[config.mk]
export PLATFORM = sky130hd
export DESIGN_NAME = mux_scan_ctrl_flat
export DESIGN_NICKNAME = d
export VERILOG_FILES = /design/src/rtl/mux_scan_ctrl_pkg.sv /design/src/rtl/mux_scan_if.sv /design/src/rtl/mux_scan_ctrl_dwell_counter.sv /design/src/rtl/mux_scan_ctrl.sv /design/src/flat_wrapper.sv
export SDC_FILE = /design/constraint.sdc
export NUM_CORES = 1
export LEC_CHECK = 0
export CAP_MARGIN = 40
export CELL_PAD_IN_SITES_DETAIL_PLACEMENT = 0
export CELL_PAD_IN_SITES_GLOBAL_PLACEMENT = 2
export CORE_MARGIN = 2
export CORE_UTILIZATION = 31
export DETAILED_ROUTE_END_ITERATION = 12
export GPL_ROUTABILITY_DRIVEN = 0
export GPL_TIMING_DRIVEN = 0
export HOLD_SLACK_MARGIN = 0.08
export PLACE_DENSITY = 0.83
export RECOVER_POWER = 50
export SLEW_MARGIN = 30
export SYNTH_ARGS = -nofsm -noshare
export SYNTH_HDL_FRONTEND = slang
export SYNTH_SLANG_ARGS = --single-unit
[constraint.sdc]
create_clock -name clk -period 1.9 [get_ports clk]
set_clock_uncertainty 0.15 [all_clocks]
set_input_delay 0.285 -clock clk [delete_from_list [all_inputs] [get_ports clk]]
set_output_delay 0.285 -clock clk [all_outputs]
set_load 0.005 [all_outputs]
[src/rtl/mux_scan_ctrl_pkg.sv]
// Shared types for the mux scan sequencer.
// State encoding and channel-to-word-bit mapping.
package mux_scan_ctrl_pkg;

   typedef enum logic [1:0] {
      ST_IDLE = 2'b00,
      ST_SCAN = 2'b01,
      ST_DONE = 2'b10
   } state_t;

   localparam logic [1:0] CH_A = 2'd0;
   localparam logic [1:0] CH_B = 2'd1;
   localparam logic [1:0] CH_C = 2'd2;
   localparam logic [1:0] CH_D = 2'd3;

endpackage

[src/rtl/mux_scan_if.sv]
// Bundle between the scan sequencer and its host/mux.
// The slave side is the sequencer itself.
interface mux_scan_if;

   logic       start;
   logic       cont;
   logic       mux_out;
   logic       s1;
   logic       s2;
   logic       busy;
   logic       valid;
   logic [3:0] word;

   modport master (
      output start, cont, mux_out,
      input  s1, s2, busy, valid, word
   );

   modport slave (
      input  start, cont, mux_out,
      output s1, s2, busy, valid, word
   );

endinterface

[src/rtl/mux_scan_ctrl_dwell_counter.sv]
// Dwell counter: counts cycles a select value is held.
// last flags the final cycle of the dwell window.
module dwell_counter #(
   parameter int DWELL = 4,
   parameter int CW    = 3
) (
   input  logic clk,
   input  logic reset,
   input  logic clr,
   input  logic en,
   output logic last
);

   logic [CW-1:0] cnt;

   always_ff @(posedge clk) begin
      if (reset)
         cnt <= '0;
      else if (clr)
         cnt <= '0;
      else if (en)
         cnt <= cnt + CW'(1);
   end

   assign last = (cnt == CW'(DWELL - 1));

endmodule

[src/rtl/mux_scan_ctrl.sv]
// Steps the 4:1 mux select through all channels and
// publishes the four sampled bits as one word.
module mux_scan_ctrl
   import mux_scan_ctrl_pkg::*;
#(
   parameter int DWELL = 4,
   parameter int CW    = 3
) (
   input logic       clk,
   input logic       reset,
   mux_scan_if.slave bus
);

   state_t     state;
   state_t     state_nxt;
   logic [1:0] sel;
   logic [1:0] sel_nxt;
   logic [3:0] smp_q;
   logic [3:0] smp_nxt;
   logic [3:0] word_q;
   logic       valid_q;
   logic       last;
   logic       cnt_clr;
   logic       cnt_en;
   logic       fin;

   dwell_counter #(
      .DWELL (DWELL),
      .CW    (CW)
   ) u_dwell (
      .clk   (clk),
      .reset (reset),
      .clr   (cnt_clr),
      .en    (cnt_en),
      .last  (last)
   );

   always_ff @(posedge clk) begin
      if (reset)
         state <= ST_IDLE;
      else
         state <= state_nxt;
   end

   always_comb begin
      state_nxt = state;
      sel_nxt   = sel;
      smp_nxt   = smp_q;
      cnt_en    = 1'b0;
      cnt_clr   = 1'b1;
      fin       = 1'b0;
      case (state)
         ST_IDLE: begin
            sel_nxt = CH_A;
            if (bus.start)
               state_nxt = ST_SCAN;
         end
         ST_SCAN: begin
            cnt_en  = 1'b1;
            cnt_clr = last;
            if (last) begin
               smp_nxt[sel] = bus.mux_out;
               if (sel == CH_D) begin
                  state_nxt = ST_DONE;
                  fin       = 1'b1;
               end else begin
                  sel_nxt = sel + 2'd1;
               end
            end
         end
         ST_DONE: begin
            sel_nxt   = CH_A;
            state_nxt = bus.cont ? ST_SCAN : ST_IDLE;
         end
         default: begin
            state_nxt = ST_IDLE;
            sel_nxt   = CH_A;
         end
      endcase
   end

   // word/valid load on the final sample edge so they show in DONE
   always_ff @(posedge clk) begin
      if (reset) begin
         sel     <= CH_A;
         smp_q   <= '0;
         word_q  <= '0;
         valid_q <= 1'b0;
      end else begin
         sel     <= sel_nxt;
         smp_q   <= smp_nxt;
         valid_q <= fin;
         if (fin)
            word_q <= smp_nxt;
      end
   end

   assign bus.s1    = sel[1];
   assign bus.s2    = sel[0];
   assign bus.busy  = (state != ST_IDLE);
   assign bus.valid = valid_q;
   assign bus.word  = word_q;

endmodule
[src/flat_wrapper.sv]
// flat-port wrapper written by rule: the top's interface ports become plain ports
module mux_scan_ctrl_flat import mux_scan_ctrl_pkg::*;
#(
   parameter int DWELL = 4,
   parameter int CW    = 3
)
  (clk, reset, bus_start, bus_cont, bus_mux_out, bus_s1, bus_s2, bus_busy, bus_valid, bus_word);
  mux_scan_if bus_i ();
  input logic clk;
  input logic reset;
  input wire logic [$bits(bus_i.start)-1:0] bus_start;
  input wire logic [$bits(bus_i.cont)-1:0] bus_cont;
  input wire logic [$bits(bus_i.mux_out)-1:0] bus_mux_out;
  output wire logic [$bits(bus_i.s1)-1:0] bus_s1;
  output wire logic [$bits(bus_i.s2)-1:0] bus_s2;
  output wire logic [$bits(bus_i.busy)-1:0] bus_busy;
  output wire logic [$bits(bus_i.valid)-1:0] bus_valid;
  output wire logic [$bits(bus_i.word)-1:0] bus_word;
  assign bus_i.start = bus_start;
  assign bus_i.cont = bus_cont;
  assign bus_i.mux_out = bus_mux_out;
  assign bus_s1 = bus_i.s1;
  assign bus_s2 = bus_i.s2;
  assign bus_busy = bus_i.busy;
  assign bus_valid = bus_i.valid;
  assign bus_word = bus_i.word;
  mux_scan_ctrl #(.DWELL(DWELL), .CW(CW)) u_core (.clk(clk), .reset(reset), .bus(bus_i));
endmodule
# --- Yosys cells after proc, flatten, opt, wreduce, memory -nomap -nowiden ---
# Index checks and enable logic that the tools add are counted.
word_totals:
  ff_bits: 16
  inputBits: 5
  out_inout_bits: 8
  elab_cells: 41
op_classes:
  n_addsub: 2
  magnitude_cmp: 2
  eq_ne: 7
  n_mux: 15
  bitwise: 2
  reduce_logical: 7
ops:
  columns: ["op", "n"]
  rows:
  - ["4-bit two-way mux", 2]
  - ["1-bit two-way mux", 7]
  - ["2-bit two-way mux", 3]
  - ["2-bit one-hot mux with 3 select lines", 1]
  - ["4-bit bitwise mux", 1]
  - ["2-bit equality test, second input constant", 2]
  - ["2-bit by 1-bit inequality test with 1-bit output, second input constant", 2]
  - ["2-bit OR reduction", 2]
  - ["3-bit by 1-bit adder with 3-bit output, second input constant", 1]
  - ["3-bit by 2-bit equality test with 1-bit output, second input constant", 1]
  - ["2-bit by 3-bit less-than comparator with 1-bit output, second input constant", 1]
  - ["3-bit AND reduction", 1]
  - ["2-bit by 1-bit adder with 2-bit output, second input constant", 1]
  - ["1-bit demux with 2-bit select", 1]
  - ["2-bit by 1-bit equality test with 1-bit output, second input constant", 1]
  - ["2-bit by 1-bit >= comparator with 1-bit output, second input constant", 1]
  - ["2-bit zero test", 1]
  - ["2-bit inequality test, second input constant", 1]
  - ["1-bit NOT", 2]
  - ["2-bit AND reduction", 1]
  - ["2-bit nonzero test", 1]
  - ["1-bit logical AND", 1]

# --- Longest topological paths before layout ---
depth:
  depth_word: 7
  ltp_mapped: 6
  mapped_depth_nobuf: 5

# --- Hierarchy ---
# Synthesis repeated with hierarchy kept, for this count alone.
hier_totals:
  hier_cells: 71
  hier_area_um2: 753.2
modules_own_cells:
  columns: ["mod", "n_inst", "cells_per_inst", "area_per_inst_um2", "seq_area_each_um2"]
  rows:
  - ["mux_scan_ctrl", 1, 59, 606.8, 240.2]
  - ["dwell_counter", 1, 12, 146.4, 60.1]

# --- Worst setup path before layout ---
# OpenSTA, ideal clock, no wires.
synth_path:
  path_kind: "register -> register"
  start: "reg u_core.u_dwell.cnt[0]"
  end: "reg u_core.word_q[3] (netlist: u_core.bus.word[3])"
  setup_time_ns: 0.116
  t_arrival_ns: 1.273
  required_ns: 1.634
  setup_slack_ns: 0.361
  stages_incl_launch_ff: 7
  path_buffers: 1
  period_less_slack_ns: 1.539
  path_cell_list: "dfxtp_1 > ha_1 > ha_1 > and4b_2 > buf_6 > mux2i_1 > nor2_1"
synth_via:
  elab_chain_len: 3
  elab_cells_between_ends: 5
  cone_classes: "eq/ne (1); mux (4)"
synth_rtl:
  columns: ["item", "line", "text"]
  rows:
  - ["from (decl)", "mux_scan_ctrl_dwell_counter.sv:14", "logic [CW-1:0] cnt;"]
  - ["from (signal assigned)", "mux_scan_ctrl_dwell_counter.sv:22", "cnt <= cnt + CW'(1);"]
  - ["3-bit by 2-bit equality test with 1-bit output (*)", "mux_scan_ctrl_dwell_counter.sv:25", "assign last = (cnt == CW'(DWELL - 1));"]
  - ["4-bit two-way mux / 1-bit two-way mux (equally long branches)", "mux_scan_ctrl.sv:61", "if (last) begin"]
  - ["4-bit two-way mux / 1-bit two-way mux (equally long branches)", "mux_scan_ctrl.sv:52", "case (state)"]
  - ["to (signal assigned)", "mux_scan_ctrl.sv:94", "word_q <= smp_nxt;"]
  - ["to (decl)", "mux_scan_ctrl.sv:20", "logic [3:0] word_q;"]
# Mark *: on every way between the ends. The rest lies on a longest branch, timed or not.
# A chain may end at the register's enable or synchronous reset.

# --- Worst setup path after layout ---
layout_path:
  start: "reg u_core.state[0]"
  end: "out bus_busy"
layout_via:
  elab_chain_len: 1
layout_rtl:
  columns: ["item", "line", "text"]
  rows:
  - ["from (decl)", "mux_scan_ctrl.sv:14", "state_t state;"]
  - ["from (signal assigned)", "mux_scan_ctrl.sv:42", "state <= state_nxt;"]
  - ["2-bit nonzero test", "mux_scan_ctrl.sv:100", "assign bus.busy = (state != ST_IDLE);"]
  - ["to (decl)", "flat_wrapper.sv:16", "output wire logic [$bits(bus_i.busy)-1:0] bus_busy;"]
# No other way between the ends.

==> impl_results.md <==
- Die area: ~2700 µm²
- Stage delay of the slowest cell on the critical path: 440 ps
- Fraction of registers with async set or reset after synthesis: 0%
- Register-to-Register Path Depth: 6
- Final setup violating endpoints: 0
- Vias in the first global route: 465
- Period utilization: around 96%
- Warnings from Yosys: 0
- Via count: ~500
- Sequential element share of the synthesized area: a little over two fifths
- Critical path cell sequence: or2_2 -> clkdlybuf4s50_1
- Gate Count Post-Synth: between 60 and 70
- # nets final: 95
- Vias per Instance: between 4 and 5
- Post-CTS repair timing setup buffer count: 0
- Leading cell type by number of instances after synthesis: sky130_fd_sc_hd__dfxtp_1
- Worst setup EP type: output port
- Final Hold Viols: 0
- Maximum resistive drop on vdd: about 0.20 mV
- Share of final-layout standard cells stronger than drive strength 1: roughly an eighth
- Final critical path time including I/O delays and setup: approximately 1800 ps
- Worst flop-to-flop path endpoint: u_core.bus.word[3]
- Max-slew violation count: 0
- Outcome: complete, no violations
- EDFF count, synth: 0
- Most area-consuming cells after synthesis: sky130_fd_sc_hd__dfxtp_1 42%, sky130_fd_sc_hd__ha_1 12%, sky130_fd_sc_hd__mux2i_1 11%
- Floorplan die height: slightly above 50 µm
- Leakage: between 0.3 and 0.4 nW
- Count of cells along the worst hold path: 2
- Class of the most critical hold timing path: input pin to flip-flop
- Primary flip-flop cell chosen by synthesis mapping: sky130_fd_sc_hd__dfxtp_1
- Global-route wire length before repair: slightly below 2000 µm
- Number of distinct library cell variants in the gate-level netlist after synthesis: 21
- Maximum number of pins on one net before global-route repair: 10
- First DRT Iteration DRCs: 4
- Wire length after detailed routing: about 1100 µm
- Number of buffers created by CTS: 3
- Sum of internal, switching and leakage power: between 500 and 600 µW
- Total standard cell area after synthesis: around 710 µm²
- Transition time of the tightest slew-check pin: between 300 and 400 ps
- First-pass iteration count of the detailed router: 2
- Drt drc: 0
- End point of the most critical hold path: u_core.state[0]
- FF-to-FF setup slack: 220 ps
- Initial Utilization: between 30% and 40%
- Arr. time, crit path: roughly 1400 ps
- Cell type contributing the most total cell area after synthesis: sky130_fd_sc_hd__dfxtp_1
- Flop and latch count out of synthesis: 15
- Maximum frequency from static timing analysis: 550.5 MHz
- Source-to-sink clock delay at the later pin of the worst-skew pair: between 200 and 300 ps
- H-Tree Depth: 1
- MaxCap Viol Count: 0
- Startpoint Class: flip-flop
- Total core area: 2191 µm²
- Avg Synthesized Cell Area: approximately 10 µm²
- Top-area cell type share of the netlist area: a little over two fifths
- IO buf count: 10
- Synthesized net count: 80
- Pwr/cell area: approximately 610 nW/µm²
- Post-detailed-route wirelength per cell: between 10 and 15 µm
- DPL Wire Length: between 800 and 900 µm
- Diodes inserted: 0
- Total gr overflow: 0
- Startpoint of the worst hold path: reset
- RSZ-0062 raised after global routing: false
- Clock Tree Root: sky130_fd_sc_hd__clkbuf_4
- Total of cells resized after clock tree synthesis: 0
- Routed Antenna Nets: 0
- Antenna violations before repair: 0
- Clock sinks: 15
- Critical path data required time: between 1000 and 1500 ps
- Number of standard-cell rows in the floorplan: 17
- CTS max path bufs: 2
- Slowest-stage cell, CP: sky130_fd_sc_hd__clkdlybuf4s50_1
- Slew Limit Headroom: 74.81%
- Critical Setup Path Class: flip-flop to output port
- Area delta synth->final: 21.20%
- Cts hold-fix bufs: 0
- Global-route total usage across every layer: approximately a tenth
- Clock transition time at the flip-flop clock pins of the worst setup and hold paths: 90 ps
- Die boundary width: a little over 50 µm
- Most frequent cells after synthesis: 15 x sky130_fd_sc_hd__dfxtp_1, 12 x sky130_fd_sc_hd__nor2_1, 8 x sky130_fd_sc_hd__mux2i_1, 7 x sky130_fd_sc_hd__ha_1
- Final total negative setup slack: 0 ps
- Clock tree from TritonCTS: done
- Top fanout value on the critical path: 9
- Num ports: 13
- Startpoint of the most critical register-to-register path: u_core.u_dwell.cnt[0]
[placed cells by master (no fill, tap or decap), types with 2 or more instances in the layout]
cell type	count
sky130_fd_sc_hd__dfxtp_1	14
sky130_fd_sc_hd__nor2_1	12
sky130_fd_sc_hd__mux2i_1	8
sky130_fd_sc_hd__ha_1	7
sky130_fd_sc_hd__clkdlybuf4s50_1	7
sky130_fd_sc_hd__inv_1	3
sky130_fd_sc_hd__clkbuf_1	3
sky130_fd_sc_hd__nand4b_1	3
sky130_fd_sc_hd__a211oi_1	3
sky130_fd_sc_hd__clkbuf_4	3
sky130_fd_sc_hd__dlygate4sd3_1	3
sky130_fd_sc_hd__nor3_2	2
sky130_fd_sc_hd__nand2_1	2
[metrics by stage]
| stage | hold WS (ps) | instances | setup slack (ps) | cell area (µm²) | util, % |
|---|---|---|---|---|---|
| after global placement | 277.1 | 106 | 255.9 | 843.3 | 38.49 |
| after global routing | 152.8 | 110 | 0.6289 | 858.3 | 39.18 |
| after CTS | 125.8 | 110 | 68.55 | 869.6 | 39.69 |
| after detailed placement | 276.9 | 106 | 244.1 | 843.3 | 38.49 |
| after floorplan | 264.7 | 68 | 361.2 | 708.2 | - |
| final | 128.2 | 110 | 83.31 | 858.3 | 39.18 |
[layer usage]
layer	global-route usage, %	up-vias	share of wire (%)	routed length, µm
li1	-	264	-	-
met1	13.37	217	52	581
met2	14.10	10	41	462
met3	1.724	4	3.3	37
met4	7.895	0	2.8	31
met5	0	-	0	0
[sequential cells by signal, indices dropped and copies added (netlist names)]
| name | count |
|---|---|
| u_core.bus.valid | 1 |
| u_core.bus.word | 4 |
| u_core.sel | 2 |
| u_core.smp_q | 3 |
| u_core.state | 2 |
| u_core.u_dwell.cnt | 3 |
[where the power goes]
| part | internal [mW] | leakage (nW) | total [mW] | switching, mW |
|---|---|---|---|---|
| clock network | 0.0813 | 0.0150 | 0.177 | 0.0961 |
| registers | 0.317 | 0.122 | 0.321 | 0.00377 |
| logic | 0.0141 | 0.204 | 0.0257 | 0.0116 |
[worst max-delay path by stage]
stage                          start                  to  slack, ps
4_1_cts              u_core.state[0]            bus_busy         70
5_1_grt              u_core.state[0]            bus_busy        0.6
6_report             u_core.state[0]            bus_busy         80
3_3_place_gp   u_core.u_dwell.cnt[0]  u_core.bus.word[3]        260
3_5_place_dp   u_core.u_dwell.cnt[0]  u_core.bus.word[3]        240
2_1_floorplan  u_core.u_dwell.cnt[0]  u_core.bus.word[3]        360
[cell families (layout without fill, tap and decap cells)]
| family | count (synthesis) | in the layout | synth area share (%) |
|---|---|---|---|
| compound gates | 5 | 5 | 5.300 |
| xor+xnor | 1 | 1 | 1.237 |
| fa+ha+maj | 7 | 7 | 12.37 |
| buf+inv | 7 | 21 | 6.006 |
| flops | 15 | 15 | 42.40 |
| mux | 8 | 8 | 11.31 |
| simple gates | 25 | 25 | 21.38 |
[layout make-up]
class,count,area [µm²]
Buffer,4,23.77
Timing Repair Buffer,10,100.1
Tap cell,28,35.03
Fill cell,232,1333
Inverter,3,11.26
Clock buffer,4,26.28
Multi-Input combinational cell,46,360.3
Sequential cell,15,301.5
[critical path: cells and delay by family, from the launching register on]
kind	cells	cell delay (ps)
AND/OR/NAND/NOR	1	290
buffers and inverters	1	440
flip-flops	1	380
Note: power is estimated with default switching activity, not from simulation.
